<file path="src/rtl/apb_poll_master.sv">
// APB3 requester for the tune-detector peripheral bus.
// Runs single read/write commands taken over a valid/ready port. It can also poll one register
// periodically and cache the last good read for the datapath. Wait states are handled through
// PREADY and PSLVERR is captured. A transfer that never completes is aborted after TIMEOUT
// ACCESS cycles.
//
// Ports:
//   PCLK, PRESETn              clock, asynchronous active-low reset
//   cmd_valid/ready, cmd_*     command request (write flag, word address, write data)
//   rsp_valid, rsp_*           one-cycle command response (read data, error, timeout flag)
//   poll_en, poll_addr         periodic poll enable and address (sampled at launch)
//   poll_data, poll_update     last successful poll read and its update pulse
//   poll_err                   sticky poll error/timeout flag, cleared by poll_en = 0
//   PSEL .. PSLVERR            APB3 requester signals
module apb_poll_master #(
  parameter int unsigned POLL_DIV = 1024,
  parameter int unsigned TIMEOUT  = 255
) (
  input  logic         PCLK,
  input  logic         PRESETn,
  input  logic         cmd_valid,
  output logic         cmd_ready,
  input  logic         cmd_write,
  input  logic [11:2]  cmd_addr,
  input  logic [31:0]  cmd_wdata,
  output logic         rsp_valid,
  output logic [31:0]  rsp_rdata,
  output logic         rsp_err,
  output logic         rsp_timeout,
  input  logic         poll_en,
  input  logic [11:2]  poll_addr,
  output logic [31:0]  poll_data,
  output logic         poll_update,
  output logic         poll_err,
  output logic         PSEL,
  output logic         PENABLE,
  output logic         PWRITE,
  output logic [11:2]  PADDR,
  output logic [31:0]  PWDATA,
  input  logic [31:0]  PRDATA,
  input  logic         PREADY,
  input  logic         PSLVERR
);

  localparam int unsigned PW = (POLL_DIV > 1) ? $clog2(POLL_DIV) : 1;
  localparam int unsigned TW = $clog2(TIMEOUT + 1);
  localparam logic [PW-1:0] PollMax    = PW'(POLL_DIV - 1);
  localparam logic [TW-1:0] TimeoutMax = TW'(TIMEOUT - 1);

  typedef enum logic [1:0] {StIdle, StSetup, StAccess} state_e;

  state_e        state_q, state_d;
  logic [11:2]   paddr_q, paddr_d;
  logic          pwrite_q, pwrite_d;
  logic [31:0]   pwdata_q, pwdata_d;
  logic          is_poll_q, is_poll_d;
  logic [PW-1:0] poll_cnt_q, poll_cnt_d;
  logic          poll_pend_q, poll_pend_d;
  logic [TW-1:0] tout_cnt_q, tout_cnt_d;
  logic          rsp_valid_q, rsp_valid_d;
  logic [31:0]   rsp_rdata_q, rsp_rdata_d;
  logic          rsp_err_q, rsp_err_d;
  logic          rsp_timeout_q, rsp_timeout_d;
  logic [31:0]   poll_data_q, poll_data_d;
  logic          poll_update_q, poll_update_d;
  logic          poll_err_q, poll_err_d;

  logic done, abort, xfer_err, launch_poll, poll_busy;

  always_comb begin
    state_d       = state_q;
    paddr_d       = paddr_q;
    pwrite_d      = pwrite_q;
    pwdata_d      = pwdata_q;
    is_poll_d     = is_poll_q;
    tout_cnt_d    = tout_cnt_q;
    rsp_valid_d   = 1'b0;
    rsp_rdata_d   = '0;
    rsp_err_d     = 1'b0;
    rsp_timeout_d = 1'b0;
    poll_data_d   = poll_data_q;
    poll_update_d = 1'b0;
    poll_err_d    = poll_err_q;
    poll_cnt_d    = poll_cnt_q;
    poll_pend_d   = poll_pend_q;
    cmd_ready     = 1'b0;
    PSEL          = 1'b0;
    PENABLE       = 1'b0;
    done          = 1'b0;
    abort         = 1'b0;
    launch_poll   = 1'b0;

    unique case (state_q)
      StIdle: begin
        cmd_ready = 1'b1;
        if (cmd_valid) begin
          state_d   = StSetup;
          paddr_d   = cmd_addr;
          pwrite_d  = cmd_write;
          pwdata_d  = cmd_write ? cmd_wdata : '0;
          is_poll_d = 1'b0;
        end else if (poll_pend_q) begin
          state_d     = StSetup;
          paddr_d     = poll_addr;
          pwrite_d    = 1'b0;
          pwdata_d    = '0;
          is_poll_d   = 1'b1;
          launch_poll = 1'b1;
        end
      end
      StSetup: begin
        PSEL       = 1'b1;
        tout_cnt_d = '0;
        state_d    = StAccess;
      end
      StAccess: begin
        PSEL    = 1'b1;
        PENABLE = 1'b1;
        if (PREADY) begin
          state_d = StIdle;
          done    = 1'b1;
        end else if (tout_cnt_q == TimeoutMax) begin
          state_d = StIdle;
          abort   = 1'b1;
        end else begin
          tout_cnt_d = tout_cnt_q + 1'b1;
        end
      end
      default: state_d = StIdle;
    endcase

    // PSLVERR only means something when PREADY completed the transfer.
    xfer_err = abort | (done & PSLVERR);
    if (done || abort) begin
      if (is_poll_q) begin
        if (!xfer_err) begin
          poll_data_d   = PRDATA;
          poll_update_d = 1'b1;
        end else begin
          poll_err_d = 1'b1;
        end
      end else begin
        rsp_valid_d   = 1'b1;
        rsp_err_d     = xfer_err;
        rsp_timeout_d = abort;
        rsp_rdata_d   = (!pwrite_q && !xfer_err) ? PRDATA : '0;
      end
    end

    // The poll counter holds while a poll is pending or on the bus, so the period runs from the
    // previous completion and expiries can never stack up behind a pending poll.
    poll_busy = is_poll_q && (state_q != StIdle);
    if (!poll_en) begin
      poll_cnt_d  = '0;
      poll_pend_d = 1'b0;
      poll_err_d  = 1'b0;
    end else begin
      if (launch_poll) poll_pend_d = 1'b0;
      if (!poll_pend_q && !poll_busy) begin
        if (poll_cnt_q == PollMax) begin
          poll_cnt_d  = '0;
          poll_pend_d = 1'b1;
        end else begin
          poll_cnt_d = poll_cnt_q + 1'b1;
        end
      end
    end
  end

  always_ff @(posedge PCLK or negedge PRESETn) begin
    if (!PRESETn) begin
      state_q       <= StIdle;
      paddr_q       <= '0;
      pwrite_q      <= 1'b0;
      pwdata_q      <= '0;
      is_poll_q     <= 1'b0;
      poll_cnt_q    <= '0;
      poll_pend_q   <= 1'b0;
      tout_cnt_q    <= '0;
      rsp_valid_q   <= 1'b0;
      rsp_rdata_q   <= '0;
      rsp_err_q     <= 1'b0;
      rsp_timeout_q <= 1'b0;
      poll_data_q   <= '0;
      poll_update_q <= 1'b0;
      poll_err_q    <= 1'b0;
    end else begin
      state_q       <= state_d;
      paddr_q       <= paddr_d;
      pwrite_q      <= pwrite_d;
      pwdata_q      <= pwdata_d;
      is_poll_q     <= is_poll_d;
      poll_cnt_q    <= poll_cnt_d;
      poll_pend_q   <= poll_pend_d;
      tout_cnt_q    <= tout_cnt_d;
      rsp_valid_q   <= rsp_valid_d;
      rsp_rdata_q   <= rsp_rdata_d;
      rsp_err_q     <= rsp_err_d;
      rsp_timeout_q <= rsp_timeout_d;
      poll_data_q   <= poll_data_d;
      poll_update_q <= poll_update_d;
      poll_err_q    <= poll_err_d;
    end
  end

  assign PADDR       = paddr_q;
  assign PWRITE      = pwrite_q;
  assign PWDATA      = pwdata_q;
  assign rsp_valid   = rsp_valid_q;
  assign rsp_rdata   = rsp_rdata_q;
  assign rsp_err     = rsp_err_q;
  assign rsp_timeout = rsp_timeout_q;
  assign poll_data   = poll_data_q;
  assign poll_update = poll_update_q;
  assign poll_err    = poll_err_q;

endmodule

</file>
<file path="config.mk">
export PLATFORM = sky130hd
export DESIGN_NAME = apb_poll_master
export DESIGN_NICKNAME = d
export VERILOG_FILES = /design/src/rtl/apb_poll_master.sv
export SDC_FILE = /design/constraint.sdc
export NUM_CORES = 1
export LEC_CHECK = 0
export BUFFER_PORTS_ARGS = -buffer_cell sky130_fd_sc_hd__buf_2
export CAP_MARGIN = 20
export CORE_AREA = 2 2 119 121
export DETAILED_ROUTE_END_ITERATION = 10
export DIE_AREA = 0 0 121 123
export GPL_ROUTABILITY_DRIVEN = 0
export PLACE_DENSITY = 0.67
export RECOVER_POWER = 100
export SYNTH_ARGS = -nofsm -noshare
export SYNTH_HDL_FRONTEND = slang
export SYNTH_SLANG_ARGS = --single-unit
export TNS_END_PERCENT = 100
</file>
<file path="constraint.sdc">
create_clock -name PCLK -period 3.4 [get_ports PCLK]
set_clock_uncertainty 0.15 [all_clocks]
set_input_delay 0.34 -clock PCLK [delete_from_list [all_inputs] [get_ports PCLK]]
set_output_delay 0.34 -clock PCLK [all_outputs]
set_load 0.01 [all_outputs]
</file>
Yosys cells after proc, flatten, opt, wreduce, memory -nomap -nowiden

Cells that the tools add are included.

Bits in registers: 134
Bits in latches: 0
RAM bits: 0
Bits in read-only memories: 0
Bits of input ports: 91
Output and inout bits: 115
Word-level logic and storage cells: 101
Memories: 0

Add/subtract/negate cells: 2
Multiply operators: 0
Divide/modulo/power cells: 0
Order comparisons: 0
Eq/ne operators: 12
Shift operators: 0
Multiplexer cells: 51
Bitwise gates (word level): 3
Reduce and logical (&&, ||, !) cells: 18

Operator list:

| kind                    | number |
|---|---|
| $mux W32                | 6 |
| $mux W10                | 5 |
| $mux W1                 | 32 |
| $mux W8                 | 2 |
| $pmux W8 S2             | 1 |
| $add A10 B1 Y10 const B | 1 |
| $eq A10 B10 Y1 const B  | 1 |
| $reduce_and A3 Y1       | 3 |
| $add A8 B1 Y8 const B   | 1 |
| $eq A8 B8 Y1 const B    | 1 |
| $mux W2                 | 4 |
| $ne A2 B1 Y1 const B    | 4 |
| $ne A3 B3 Y1 const B    | 2 |
| $pmux W2 S3             | 1 |
| $reduce_bool A2 Y1      | 3 |
| $logic_not A1 Y1        | 4 |
| $ne A2 B2 Y1 const B    | 2 |
| $reduce_and A2 Y1       | 2 |
| $logic_and A1 B1 Y1     | 3 |
| $eq A2 B1 Y1 const B    | 1 |
| $eq A2 B2 Y1 const B    | 1 |
| $logic_not A2 Y1        | 1 |
| $reduce_or A2 Y1        | 1 |
| $and A1 B1 Y1           | 1 |
| other kinds (3)         | 3 |

Logic depth before layout (Yosys ltp)

Gate-level depths: netlist (run 1).

Word-level depth: 10
Gate-level depth with buffers: 8

Least setup slack after synthesis (run 1)

Ideal clock, no wire load.

Path type: reg-to-reg
From: register state_q[0]
To: register poll_cnt_q[3]
Library setup time: 0.124 ns
Arrival: 1.610 ns
Required time: 3.126 ns
Setup slack: 1.516 ns
Cell stages (with the launch flop): 9
Clock period less this slack: 1.884 ns
Cells stage by stage: dfrtp_1 inv_1 ha_1 buf_4 nor2b_4 or2_1 clkbuf_1 and2_1 o31a_1

Longest elaborated chain between the ends: 5

RTL lines:

| what                   | line | RTL |
|---|---|---|
| from (decl)            | 52   | `state_e state_q, state_d;` |
| from (signal assigned) | 172  | `state_q <= StIdle;` |
| from (signal assigned) | 188  | `state_q <= state_d;` |
| $reduce_bool A2 Y1     | 152  | `poll_busy = is_poll_q && (state_q != StIdle);` |
| $logic_and A1 B1 Y1    | 152  |  |
| $logic_not A1 Y1       | 159  | `if (!poll_pend_q && !poll_busy) begin` |
| $logic_and A1 B1 Y1    | 159  |  |
| $ne A2 B1 Y1 (no line) | --   |  |
| to (signal assigned)   | 193  | `poll_cnt_q <= poll_cnt_d;` |
| to (decl)              | 57   | `logic [PW-1:0] poll_cnt_q, poll_cnt_d;` |

Every way passes these cells.
A chain may end at the register's enable or synchronous reset.

Final worst setup path (run 1)

From: register state_q[0]
To: register rsp_rdata_q[10] (netlist: rsp_rdata[10])

Longest elaborated chain between the ends: 9
Elaborated cells on any way between the ends: 11
Those cells by class: 1 x eq/ne; 5 x mux; 2 x bitwise; 3 x reduce/logical

RTL lines:

| what                 | line | RTL |
|---|---|---|
| $eq A2 B2 Y1 (*)     | 93   | `unique case (state_q)` |
| $mux W1              | 93   |  |
| $and A1 B1 Y1        | 133  | `xfer_err = abort \| (done & PSLVERR);` |
| $or A1 B1 Y1         | 133  |  |
| $logic_not A1 Y1     | 146  | `rsp_rdata_d = (!pwrite_q && !xfer_err) ? PRDATA : '0;` |
| $logic_and A1 B1 Y1  | 146  |  |
| $mux W32             | 146  |  |
| $mux W32             | 135  | `if (is_poll_q) begin` |
| $mux W32 (*)         | 134  | `if (done \|\| abort) begin` |
| net rsp_rdata_d[10]  | 61   | `logic [31:0] rsp_rdata_q, rsp_rdata_d;` |
| to (signal assigned) | 197  | `rsp_rdata_q <= rsp_rdata_d;` |
| to (decl)            | 61   |  |

The timed path passes the listed nets; every way through them passes the cells marked *.

==> summary.txt, run 1 <==
Outcome
  • Status: completed

Power
  • NetSw: 1.552 mW
  • Sw frac: 0.3090
  • Power Density: 664.9 nW/µm²
  • Leakage: 3.777 nW
  • Max VDD drop: 403.3 µV
  • Power share of the clock group: 0.342
  • Internal Pwr Total: 3.471 mW
  • Comb pwr share: 0.231
  • Tot Pwr: 5.023 mW
  • Share of power burned in registers: 0.427

Setup path
  • CP Launch Type: flop
  • Reg2Reg Setup Slack: 860 ps
  • Worst r2r dst: rsp_rdata[10]
  • Critical-path top delay cell: clkbuf_1
  • CP peak stage delay: 880 ps
  • Crit path depth: 6
  • R2R Path Start: state_q[0]
  • Crit-path max FO: 32
  • WS Path Type: flop to flop
  • WP buf/inv: 2
  • Critical Path RT: 3590 ps
  • CP endpoint kind: flop
  • Worst path arrival time: 2730 ps
  • Delay-heaviest family, CP: buffers and inverters
  • Critical Path, Cell by Cell: inv_1 -> ha_1 -> nand2b_1 -> nor4_4 -> clkbuf_1 -> and2_0
  • R2R cell count: 6

Global routing
  • Initial antenna violation count: 0
  • Total track usage: 0.1908
  • Number of global-route vias before repair: 4,459
  • First-pass GRT wire length: 21,800 µm
  • Total grt overflow: 0
  • Largest net degree at the start of global routing: 117

STA
  • Final min period: 2539 ps
  • Setup TNS: 0 ps
  • Unrepaired setup endpoints after global routing: false
  • PnR worst setup slack: 861.3 ps
  • Slew HR: 0.02756
  • Final Max Tran Viols: 0
  • Worst-margin pin slew: 1449 ps
  • Setup Viol. Count Final: 0
  • Final Hold Vio Count: 0
  • FMAX: 393.9 MHz
  • Final Cycle Share: 0.7467

Logic synthesis
  • Sequential area share after synthesis: 0.6272
  • Syn Inst Count: 470
  • Synth Flop Type: dfrtp_1
  • Most frequent cells after synthesis: dfrtp_1, nand2_1, and2_1
  • Syn_nets: 568
  • Async set-reset flop share out of synthesis: 1.000
  • Top cells by area, synth: dfrtp_1, nand2_1, a22o_1
  • Synth area leader: dfrtp_1
  • Mapped Avg Cell Area: 11.38 µm²
  • Synth top area share: 0.6272
  • Synth Warn #: 0
  • Leading cell type by number of instances after synthesis: dfrtp_1
  • Mapped cell area: 5346 µm²
  • Post-synth cell types: 48
  • Post-synth EDFFs: 0
  • Seq cells post-synth: 134

Placed design
  • Pre-CTS setup slack: 1119 ps
  • HPWL Detailed: 9092 µm
  • Port Buffer Count: 205

Clock network
  • H-tree depth: 4
  • Setup bufs post-CTS: 0
  • Clock buffer count from CTS: 17
  • Root Buffer: clkbuf_16
  • Clk_lat worst skew: 420 ps
  • Sink Count: 134
  • Clock slew at reported path FFs: 60 ps
  • TritonCTS clock tree: built
  • Clk buf depth: 2

Hold path
  • Hold Path Depth: 3
  • Hold Crit Start: PRDATA[10]
  • Hold EP: poll_data[10]
  • Hold Crit Class: primary input to flop

Floorplanning
  • I/O Pins: 206
  • Die width: 121 µm
  • Rows: 43
  • Core box area: 13,610 µm²
  • Height of the die: 123 µm
  • Die area: 14,880 µm²
  • Initial core utilization: 0.3928

Route
  • Wirelength per Cell: 15.03 µm
  • Residual DRC: 0
  • Final WL: 13,980 µm
  • Post-DRT Antenna Nets: 0
  • Vias per cell: 4.848
  • DR pass1 iterations: 4
  • DRT iter0 DRCs: 259
  • Detailed-route via count: 4,509

Run
  • Max-Cap Viols: 0

Cells and area
  • Fraction of layout cells with a size suffix above 1: 0.1653
  • Final nets: 838
  • Synth-to-layout area growth: 41.31%
  • Antenna Diode Count: 0
## final cells by class
| type | instances | area, µm² |
|---|---|---|
| Tap cell | 180 | 225.2 |
| Timing Repair Buffer | 277 | 1610 |
| Inverter | 7 | 26.28 |
| Fill cell | 1197 | 6057 |
| Clock buffer | 18 | 429.2 |
| Sequential cell | 134 | 3353 |
| Multi-Input combinational cell | 303 | 1798 |
| Clock inverter | 11 | 112.6 |
## worst max-delay path by stage
stage,from,endpoint
floorplan,state_q[0],poll_cnt_q[3]
global placement,cmd_valid,PADDR[8]
detailed placement,state_q[0],poll_data[11]
CTS,state_q[0],poll_data[11]
global route,state_q[0],rsp_rdata[14]
finish,state_q[0],rsp_rdata[10]
## worst min-delay path, stage by stage
cell and delay, ps:
buf_2 110, nand2_1 50, nand2_1 50
## metal layers
layer,up-vias,wire (µm),track usage
met5,-,0,0
met4,0,258,0.09230
met3,24,1057,0.05720
met2,201,6793,0.3065
met1,2166,5867,0.2361
li1,2118,-,-
## cells in the final DEF (no fill, tap or decap), drive strengths merged, types with 2 or more instances in the layout
cell type	netlist	layout
a21o	2	2
a21oi	5	5
a22o	32	32
and2	37	37
and3	2	2
and4	4	4
buf	11	94
bufinv	0	2
clkbuf	15	137
clkinv	0	6
clkinvlp	0	3
dfrtp	134	134
dlygate4sd3	0	64
ha	7	7
inv	7	7
mux2i	16	16
nand2	118	118
nand2b	3	3
nand3	13	13
nand4	4	4
nand4b	3	3
nor2	11	11
nor2b	2	2
nor3	3	3
nor3b	2	2
nor4	3	3
o211ai	2	2
o21ai	16	16
o31a	2	2
or2	2	2
xor2	4	4
## state kept, by name, indices dropped and copies added (netlist names)
register,count
poll_update,1
rsp_valid,1
poll_pend_q,1
PADDR,10
poll_err,1
rsp_rdata,32
tout_cnt_q,8
rsp_err,1
PWDATA,32
is_poll_q,1
state_q,2
PWRITE,1
poll_data,32
rsp_timeout,1
poll_cnt_q,10
## kinds of logic (layout without fill, tap and decap cells)
group | after synthesis | in the layout | synth area share
AO/OA/AOI/OAI | 65 | 65 | 0.09197
XOR/XNOR | 4 | 4 | 0.006552
adder cells (fa/ha/maj) | 7 | 7 | 0.01638
buffers and inverters | 33 | 313 | 0.02808
flip-flops | 134 | 134 | 0.6272
multiplexers | 17 | 17 | 0.03206
AND/OR/NAND/NOR | 210 | 210 | 0.1978
## repair_timing
action / CTS / global route
endpoints found under the setup margin: 0 / 0
resized for setup: 0 / 0
endpoints found under the hold margin: 202 / 0
hold buffers: 64 / 0
## metrics by stage
step,cell area [µm²],util,std cells,hold slack (ps)
after floorplan,5346,-,470,-105.6
after global placement,6533,0.4799,835,306.7
after detailed placement,6533,0.4799,835,312.4
after CTS,7715,0.5668,928,5.432
after global routing,7555,0.5550,930,25.36
final,7555,0.5550,930,25.04
## power groups by stage
stage / combinational (mW) / clock [mW] / sequential (mW)
6_report: 1.16 / 1.72 / 2.15
5_1_grt: 1.28 / 1.83 / 2.18
4_1_cts: 1.24 / 1.76 / 2.13
3_5_place_dp: 1.19 / 0 / 2.14
3_3_place_gp: 1.15 / 0 / 2.14
2_1_floorplan: 0.498 / 0 / 2.27
Power figures use the tool's default switching activity.
==> run 2, diff against run 1 <==
--- a/config.mk
+++ b/config.mk
@@ -5,13 +5,14 @@
 export SDC_FILE = /design/constraint.sdc
 export NUM_CORES = 1
 export LEC_CHECK = 0
+export ABC_AREA = 1
 export BUFFER_PORTS_ARGS = -buffer_cell sky130_fd_sc_hd__buf_2
 export CAP_MARGIN = 20
-export CORE_AREA = 2 2 119 121
+export CORE_AREA = 2 2 120 122
 export DETAILED_ROUTE_END_ITERATION = 10
-export DIE_AREA = 0 0 121 123
+export DIE_AREA = 0 0 122 124
 export GPL_ROUTABILITY_DRIVEN = 0
-export PLACE_DENSITY = 0.67
+export PLACE_DENSITY = 0.69
 export RECOVER_POWER = 100
 export SYNTH_ARGS = -nofsm -noshare
 export SYNTH_HDL_FRONTEND = slang
==> constraint.sdc (replaced) <==
create_clock -name PCLK -period 2.05 [get_ports PCLK]
set_clock_uncertainty 0.15 [all_clocks]
set_input_delay 0.205 -clock PCLK [delete_from_list [all_inputs] [get_ports PCLK]]
set_output_delay 0.205 -clock PCLK [all_outputs]
set_load 0.01 [all_outputs]
==> run 2 against run 1 <==
Compared with the run above:
- power is 76% higher
- count of clock-buffer cells in the layout up 5
- sequential power rose by 59%
- hold slack gained 12 ps
- sequential cell count unchanged
- non-clock buffer count is 24 higher
==> summary.txt, run 2 <==
Setup path
  • WP buf/inv: 2 (unchanged)
  • CP endpoint kind: flop (unchanged)
  • CP most frequent cell: inv_1
  • Reg2Reg Setup Slack: 190 ps (was 860 ps)
  • Critical Path, Cell by Cell: inv_1 -> ha_1 -> inv_1 -> a21oi_1 -> nand3_1 -> o21ai_0 (was inv_1 -> ha_1 -> nand2b_1 -> nor4_4 -> clkbuf_1 -> and2_0)
  • Critical Path RT: 2230 ps (was 3590 ps)
  • CP Launch Type: flop (unchanged)
  • CP peak stage delay: 410 ps (was 880 ps)
  • Crit-path max FO: 8 (was 32)
  • Critical-path top delay cell: dfrtp_1 (was clkbuf_1)
  • WS Path Type: flop to flop (unchanged)
  • Delay-heaviest family, CP: compound AO/OA/AOI/OAI gates (was buffers and inverters)
  • Worst path arrival time: 2030 ps (was 2730 ps)

STA
  • Final min period: 1856 ps (was 2539 ps)
  • Worst-margin pin slew: 734.2 ps (was 1449 ps)
  • Final Cycle Share: 0.9053 (was 0.7467)
  • Setup Viol. Count Final: 0 (unchanged)
  • Unrepaired setup endpoints after global routing: false (unchanged)
  • Setup TNS: 0 ps (unchanged)
  • Final Max Tran Viols: 0 (unchanged)
  • Final Hold Vio Count: 0 (unchanged)
  • Slew HR: 0.5105 (was 0.02756)
  • FMAX: 538.8 MHz (was 393.9 MHz)

Route
  • Residual DRC: 0 (unchanged)
  • DRT iter0 DRCs: 418 (was 259)
  • Post-DRT Antenna Nets: 0 (unchanged)
  • Final WL: 15,400 µm (was 13,980 µm)
  • DR pass1 iterations: 4 (unchanged)
  • Vias per cell: 4.755 (was 4.848)
  • Detailed-route via count: 4,983 (was 4,509)
  • Wirelength per Cell: 14.70 µm (was 15.03 µm)

Clock network
  • Clk_lat worst skew: 420 ps (about the same)
  • Sink Count: 134 (unchanged)
  • H-tree depth: 4 (unchanged)
  • Clk buf depth: 2 (unchanged)
  • TritonCTS clock tree: built (unchanged)
  • Root Buffer: clkbuf_16 (unchanged)
  • Setup bufs post-CTS: 0 (unchanged)
  • Clock buffer count from CTS: 17 (unchanged)
  • Clock slew at reported path FFs: 50 ps (was 60 ps)

Outcome
  • Status: completed (unchanged)

Power
  • Tot Pwr: 8.837 mW (was 5.023 mW)
  • Internal Pwr Total: 6.078 mW (was 3.471 mW)
  • Power Density: 1101 nW/µm² (was 664.9 nW/µm²)
  • Sw frac: 0.3122 (was 0.3090)
  • Power share of the clock group: 0.364 (was 0.342)
  • Max VDD drop: 653.3 µV (was 403.3 µV)
  • Share of power burned in registers: 0.387 (was 0.427)
  • Comb pwr share: 0.249 (was 0.231)
  • Leakage: 4.036 nW (was 3.777 nW)
  • NetSw: 2.759 mW (was 1.552 mW)

Global routing
  • Number of global-route vias before repair: 4,818 (was 4,459)
  • Initial antenna violation count: 0 (unchanged)
  • First-pass GRT wire length: 23,260 µm (was 21,800 µm)
  • Largest net degree at the start of global routing: 54 (was 117)
  • Total track usage: 0.2012 (was 0.1908)
  • Total grt overflow: 0 (unchanged)

Cells and area
  • Final Util: 0.5849 (was 0.5550)
  • Final Non-Filler Cells: 1,048 (was 930)
  • Synth-to-layout area growth: 46.92% (was 41.31%)
  • Fillers: 1,238 (was 1,197)
  • Fraction of layout cells with a size suffix above 1: 0.1707 (was 0.1653)
  • Final nets: 952 (was 838)
  • Most frequent cells in the layout: nand2_1, dfrtp_1, clkbuf_1 (was dfrtp_1, clkbuf_1, nand2_1)
  • Commonest non-fill, non-tap cell in the layout: nand2_1 (was dfrtp_1)

Logic synthesis
  • Seq cells post-synth: 134 (unchanged)
  • Syn_nets: 658 (was 568)
  • Post-synth EDFFs: 0 (unchanged)
  • Synth area leader: dfrtp_1 (unchanged)
  • Sequential area share after synthesis: 0.6140 (was 0.6272)
  • Syn Inst Count: 560 (was 470)
  • Synth Flop Type: dfrtp_1 (unchanged)
  • Mapped cell area: 5461 µm² (was 5346 µm²)
  • Synth top area share: 0.6140 (was 0.6272)
  • Top cells by area, synth: dfrtp_1, nand2_1, a32o_1 (was dfrtp_1, nand2_1, a22o_1)
  • Mapped Avg Cell Area: 9.753 µm² (was 11.38 µm²)
  • Synth Warn #: 0 (unchanged)
  • Post-synth cell types: 27 (was 48)
  • Leading cell type by number of instances after synthesis: nand2_1 (was dfrtp_1)
  • Async set-reset flop share out of synthesis: 1.000 (unchanged)
  • Most frequent cells after synthesis: nand2_1, dfrtp_1, nor2_1 (was dfrtp_1, nand2_1, and2_1)

Floorplanning
  • Height of the die: 124 µm (was 123 µm)
  • Die area: 15,130 µm² (was 14,880 µm²)
  • Rows: 43 (unchanged)
  • Initial core utilization: 0.3981 (was 0.3928)
  • Die width: 122 µm (was 121 µm)
  • Core box area: 13,720 µm² (was 13,610 µm²)
  • I/O Pins: 206 (unchanged)

Placed design
  • Placed Instances: 930 (was 835)
  • HPWL Detailed: 9469 µm (was 9092 µm)
  • Port Buffer Count: 205 (unchanged)

Run
  • Max-Cap Viols: 0 (unchanged)

Hold path
  • Hold Crit Class: primary input to flop (unchanged)
-- run 2: final timing paths --
check | from | to | depth (start not counted)
setup / recovery | state_q[0] | poll_cnt_q[6] | 6
hold / removal | cmd_addr[10] | PADDR[10] | 5
setup reg to reg | state_q[0] | poll_cnt_q[6] | 6
hold reg to reg | poll_data[0] | poll_data[0] | 2
max in group asynchronous | PRESETn | poll_cnt_q[1] | 3
min in group asynchronous | PRESETn | rsp_rdata[31] | 2
-- run 2: cell type report --
type | count | area (µm²) | area share
Tap cell | 180 | 225.2 | 0.02807
Sequential cell | 134 | 3353 | 0.4179
Antenna cell | 1 | 2.502 | 0.0003119
Clock buffer | 23 | 498.0 | 0.06206
Inverter | 36 | 135.1 | 0.01684
Timing Repair Buffer | 301 | 1861 | 0.2319
Multi-Input combinational cell | 364 | 1812 | 0.2258
Clock inverter | 9 | 137.6 | 0.01715
-- run 2: per-layer routing --
layer,global-route usage,up-vias,routed length [µm],part of all wire
met5,0,-,0,0
met4,0.08980,0,263,0.017
met3,0.05037,23,1088,0.071
met2,0.3369,216,7560,0.49
met1,0.2469,2339,6492,0.42
li1,-,2405,-,-
-- run 2: per-stage QoR --
| stage | hold slack, ps | instance area (µm²) | worst slack, ps |
|---|---|---|---|
| 2_1_floorplan | -240.6 | 5461 | 231.7 |
| 3_3_place_gp | -46.94 | 6753 | 275.9 |
| 3_5_place_dp | -49.27 | 6753 | 205.2 |
| 4_1_cts | 12.91 | 8239 | 187.6 |
| 5_1_grt | 46.69 | 8021 | 1.998 |
| 6_report | 37.32 | 8024 | 194.1 |
-- run 2: logic make-up (layout without fill, tap and decap cells) --
family	count (synthesis)	after routing	share of synthesized area
AO/OA/AOI/OAI	76	76	0.1022
XOR/XNOR	8	8	0.01283
adder cells (fa/ha/maj)	7	7	0.01604
buffers and inverters	62	369	0.05108
flip-flops	134	134	0.6140
other	0	1	0
AND/OR/NAND/NOR	273	273	0.2039
-- run 2: tightest hold or removal path, cell delays in order --
cell and delay, ps:
buf_2 90, inv_1 40, nand2_1 40, o21ai_0 80, o21ai_0 90
-- run 2: power groups by stage --
stage / Clock [mW] / Combinational (mW) / Sequential (mW)
3_3_place_gp: 0 / 2.19 / 3.43
6_report: 3.22 / 2.20 / 3.42
3_5_place_dp: 0 / 2.23 / 3.43
2_1_floorplan: 0 / 1.06 / 3.64
4_1_cts: 3.29 / 2.37 / 3.39
5_1_grt: 3.39 / 2.43 / 3.47
-- run 2: timing repair --
item	in CTS	in global routing
resized for setup	0	1
endpoints found under the setup margin	0	2
hold buffers	85	0
endpoints found under the hold margin	245	0
==> run 3, diff against run 2 <==
--- a/config.mk
+++ b/config.mk
@@ -9,10 +9,11 @@
 export BUFFER_PORTS_ARGS = -buffer_cell sky130_fd_sc_hd__buf_2
 export CAP_MARGIN = 20
 export CORE_AREA = 2 2 120 122
+export CTS_CLUSTER_DIAMETER = 60
 export DETAILED_ROUTE_END_ITERATION = 10
 export DIE_AREA = 0 0 122 124
 export GPL_ROUTABILITY_DRIVEN = 0
-export PLACE_DENSITY = 0.69
+export PLACE_DENSITY = 0.75
 export RECOVER_POWER = 100
 export SYNTH_ARGS = -nofsm -noshare
 export SYNTH_HDL_FRONTEND = slang
==> run 3 against run 2 <==
Compared with the run above:
- first-iteration DRC count is 39% lower
- fmax is 2.9% lower
- routed wire length is 0.50% lower
- critical path depth increased by 2
- sequential power is essentially flat
- global-route usage up 0.26 points
- count of clock-buffer cells in the layout is 4 lower
- sequential share of layout area grew 0.30 points
- via count rose by 2.0%
- clock power fell by 9.3%
- power fell by 3.5%
==> summary.txt, run 3 (synthesized netlist as in run 2, its figures left out) <==
Outcome
  • Status: completed (unchanged)

Setup path
  • CP most frequent cell: nand2_1 (was inv_1)
  • Critical Path, Cell by Cell: inv_1 -> ha_1 -> nand4_1 -> buf_4 -> inv_2 -> buf_12 -> nand2_1 -> nand2_1 (was inv_1 -> ha_1 -> inv_1 -> a21oi_1 -> nand3_1 -> o21ai_0)
  • Critical Path RT: 2200 ps (was 2230 ps)
  • CP peak stage delay: 400 ps (was 410 ps)
  • CP endpoint kind: flop (unchanged)
  • Worst path arrival time: 2060 ps (was 2030 ps)
  • Crit-path max FO: 33 (was 8)
  • WS Path Type: flop to flop (unchanged)
  • Worst Setup SP: state_q[0] (unchanged)
  • WP buf/inv: 4 (was 2)
  • CP Launch Type: flop (unchanged)
  • Critical-path top delay cell: dfrtp_1 (unchanged)
  • R2R Path Start: state_q[0] (unchanged)
  • Delay-heaviest family, CP: buffers and inverters (was compound AO/OA/AOI/OAI gates)
  • Reg2Reg Setup Slack: 140 ps (was 190 ps)

Floorplanning
  • Die width: 122 µm (unchanged)
  • Height of the die: 124 µm (unchanged)
  • Die area: 15,130 µm² (unchanged)
  • Rows: 43 (unchanged)
  • Initial core utilization: 0.3981 (unchanged)
  • I/O Pins: 206 (unchanged)
  • Core box area: 13,720 µm² (unchanged)

Cells and area
  • Most frequent cells in the layout: nand2_1, dfrtp_1, clkbuf_1 (unchanged)
  • Fillers: 1,197 (was 1,238)
  • Synth-to-layout area growth: 45.89% (was 46.92%)
  • Commonest non-fill, non-tap cell in the layout: nand2_1 (unchanged)
  • Antenna Diode Count: 0 (was 1)
  • Fraction of layout cells with a size suffix above 1: 0.1824 (was 0.1707)
  • Final nets: 951 (was 952)

Clock network
  • Root Buffer: clkbuf_16 (unchanged)
  • Clk buf depth: 2 (unchanged)
  • Clk_lat worst skew: 410 ps (was 420 ps)
  • Setup bufs post-CTS: 0 (unchanged)
  • Clock buffer count from CTS: 17 (unchanged)
  • Sink Count: 134 (unchanged)
  • TritonCTS clock tree: built (unchanged)
  • H-tree depth: 4 (unchanged)
  • Clock slew at reported path FFs: 60 ps (was 50 ps)

STA
  • Slew HR: 0.1931 (was 0.5105)
  • Final hold slack: 26.18 ps (was 37.32 ps)
  • Final Max Tran Viols: 0 (unchanged)
  • Setup Viol. Count Final: 0 (unchanged)
  • Final Hold Vio Count: 0 (unchanged)
  • Final Cycle Share: 0.9322 (was 0.9053)
  • Unrepaired setup endpoints after global routing: false (unchanged)
  • FMAX: 523.3 MHz (was 538.8 MHz)
  • Worst-margin pin slew: 1210 ps (was 734.2 ps)
  • Setup TNS: 0 ps (unchanged)
  • Final min period: 1911 ps (was 1856 ps)

Route
  • Detailed-route via count: 5,085 (was 4,983)
  • Post-DRT Antenna Nets: 0 (unchanged)
  • Final WL: 15,330 µm (was 15,400 µm)
  • DR pass1 iterations: 5 (was 4)
  • Wirelength per Cell: 14.65 µm (was 14.70 µm)
  • Vias per cell: 4.861 (was 4.755)
  • Residual DRC: 0 (unchanged)
  • DRT iter0 DRCs: 254 (was 418)

Power
  • Max VDD drop: 537.4 µV (was 653.3 µV)
  • NetSw: 2.787 mW (was 2.759 mW)
  • Sw frac: 0.3266 (was 0.3122)
  • Comb pwr share: 0.257 (was 0.249)
  • Internal Pwr Total: 5.745 mW (was 6.078 mW)
  • Power share of the clock group: 0.342 (was 0.364)
  • Share of power burned in registers: 0.401 (was 0.387)
  • Power Density: 1071 nW/µm² (was 1101 nW/µm²)
  • Leakage: 4.002 nW (was 4.036 nW)

Placed design
  • Port Buffer Count: 205 (unchanged)
  • HPWL Detailed: 9782 µm (was 9469 µm)

Global routing
  • Largest net degree at the start of global routing: 49 (was 54)
  • Number of global-route vias before repair: 4,930 (was 4,818)
  • Total track usage: 0.2038 (was 0.2012)
  • First-pass GRT wire length: 23,720 µm (was 23,260 µm)
  • Initial antenna violation count: 0 (unchanged)
  • Total grt overflow: 0 (unchanged)

Run
  • Max-Cap Viols: 0 (unchanged)

Hold path
  • Hold Crit Class: primary input to flop (unchanged)
  • Hold Crit Start: cmd_addr[3] (was cmd_addr[10])
## run 3: cell types whose count changed in the layout (fill, tap and decap cells not counted), sizes merged
cell and change:
clkinv +5, diode -1, buf +6, clkbuf -7, bufinv -2, dlygate4sd3 -4, clkinvlp +1
## run 3: layout make-up
| cell class | instances | area (µm²) | share of cell area |
|---|---|---|---|
| flip-flops and latches | 134 | 3353 | 0.4209 |
| repair buffers | 300 | 1849 | 0.2321 |
| multi-input cells | 364 | 1828 | 0.2294 |
| clock buffers | 19 | 452.9 | 0.05685 |
| well taps | 180 | 225.2 | 0.02827 |
| inverters | 36 | 135.1 | 0.01696 |
| clock inverters | 13 | 123.9 | 0.01555 |
## run 3: per-layer routing
layer | vias up | global-route usage | wire, µm
li1 | 2405 | - | -
met5 | - | 0 | 0
met3 | 32 | 0.04945 | 1127
met2 | 218 | 0.3551 | 7640
met4 | 0 | 0.09267 | 335
met1 | 2430 | 0.2387 | 6224
## run 3: what timing repair did
item / in CTS / in global routing
hold buffers: 81 / 0
endpoints found under the setup margin: 0 / 9
hold endpoints to repair: 226 / 0
gates resized for setup: 0 / 2
## run 3: final timing paths
check | end | depth (start not counted)
worst min-delay path | PADDR[3] | 5
worst max-delay path | poll_data[0] | 8
worst min register to register | poll_data[16] | 2
min in group asynchronous | rsp_rdata[0] | 2
max in group asynchronous | poll_cnt_q[4] | 3
worst max register to register | poll_data[0] | 8
## run 3: metrics by stage
stage / cell area, µm² / setup WS [ps] / cells / utilization / power (mW)
2_1_floorplan: 5461 / 231.7 / 560 / - / 4.691
3_3_place_gp: 6763 / 240.4 / 933 / 0.4929 / 5.610
3_5_place_dp: 6763 / 97.50 / 933 / 0.4929 / 5.665
4_1_cts: 8150 / 83.01 / 1046 / 0.5941 / 8.753
5_1_grt: 7968 / 6.590 / 1046 / 0.5808 / 9.015
6_report: 7968 / 139.1 / 1046 / 0.5808 / 8.531
## run 3: worst register-to-register path, cell delays in order (launching register included)
cell and delay (ps):
dfrtp_1 400, inv_1 90, ha_1 260, nand4_1 100
buf_4 360, inv_2 100, buf_12 180, nand2_1 110
nand2_1 60
## run 3: power by group through the flow
stage	clock network (mW)	registers [mW]	logic (mW)
after floorplan	0	3.64	1.06
after global placement	0	3.41	2.20
after detailed placement	0	3.44	2.23
after CTS	2.99	3.40	2.36
after global routing	3.12	3.48	2.42
final	2.92	3.42	2.19
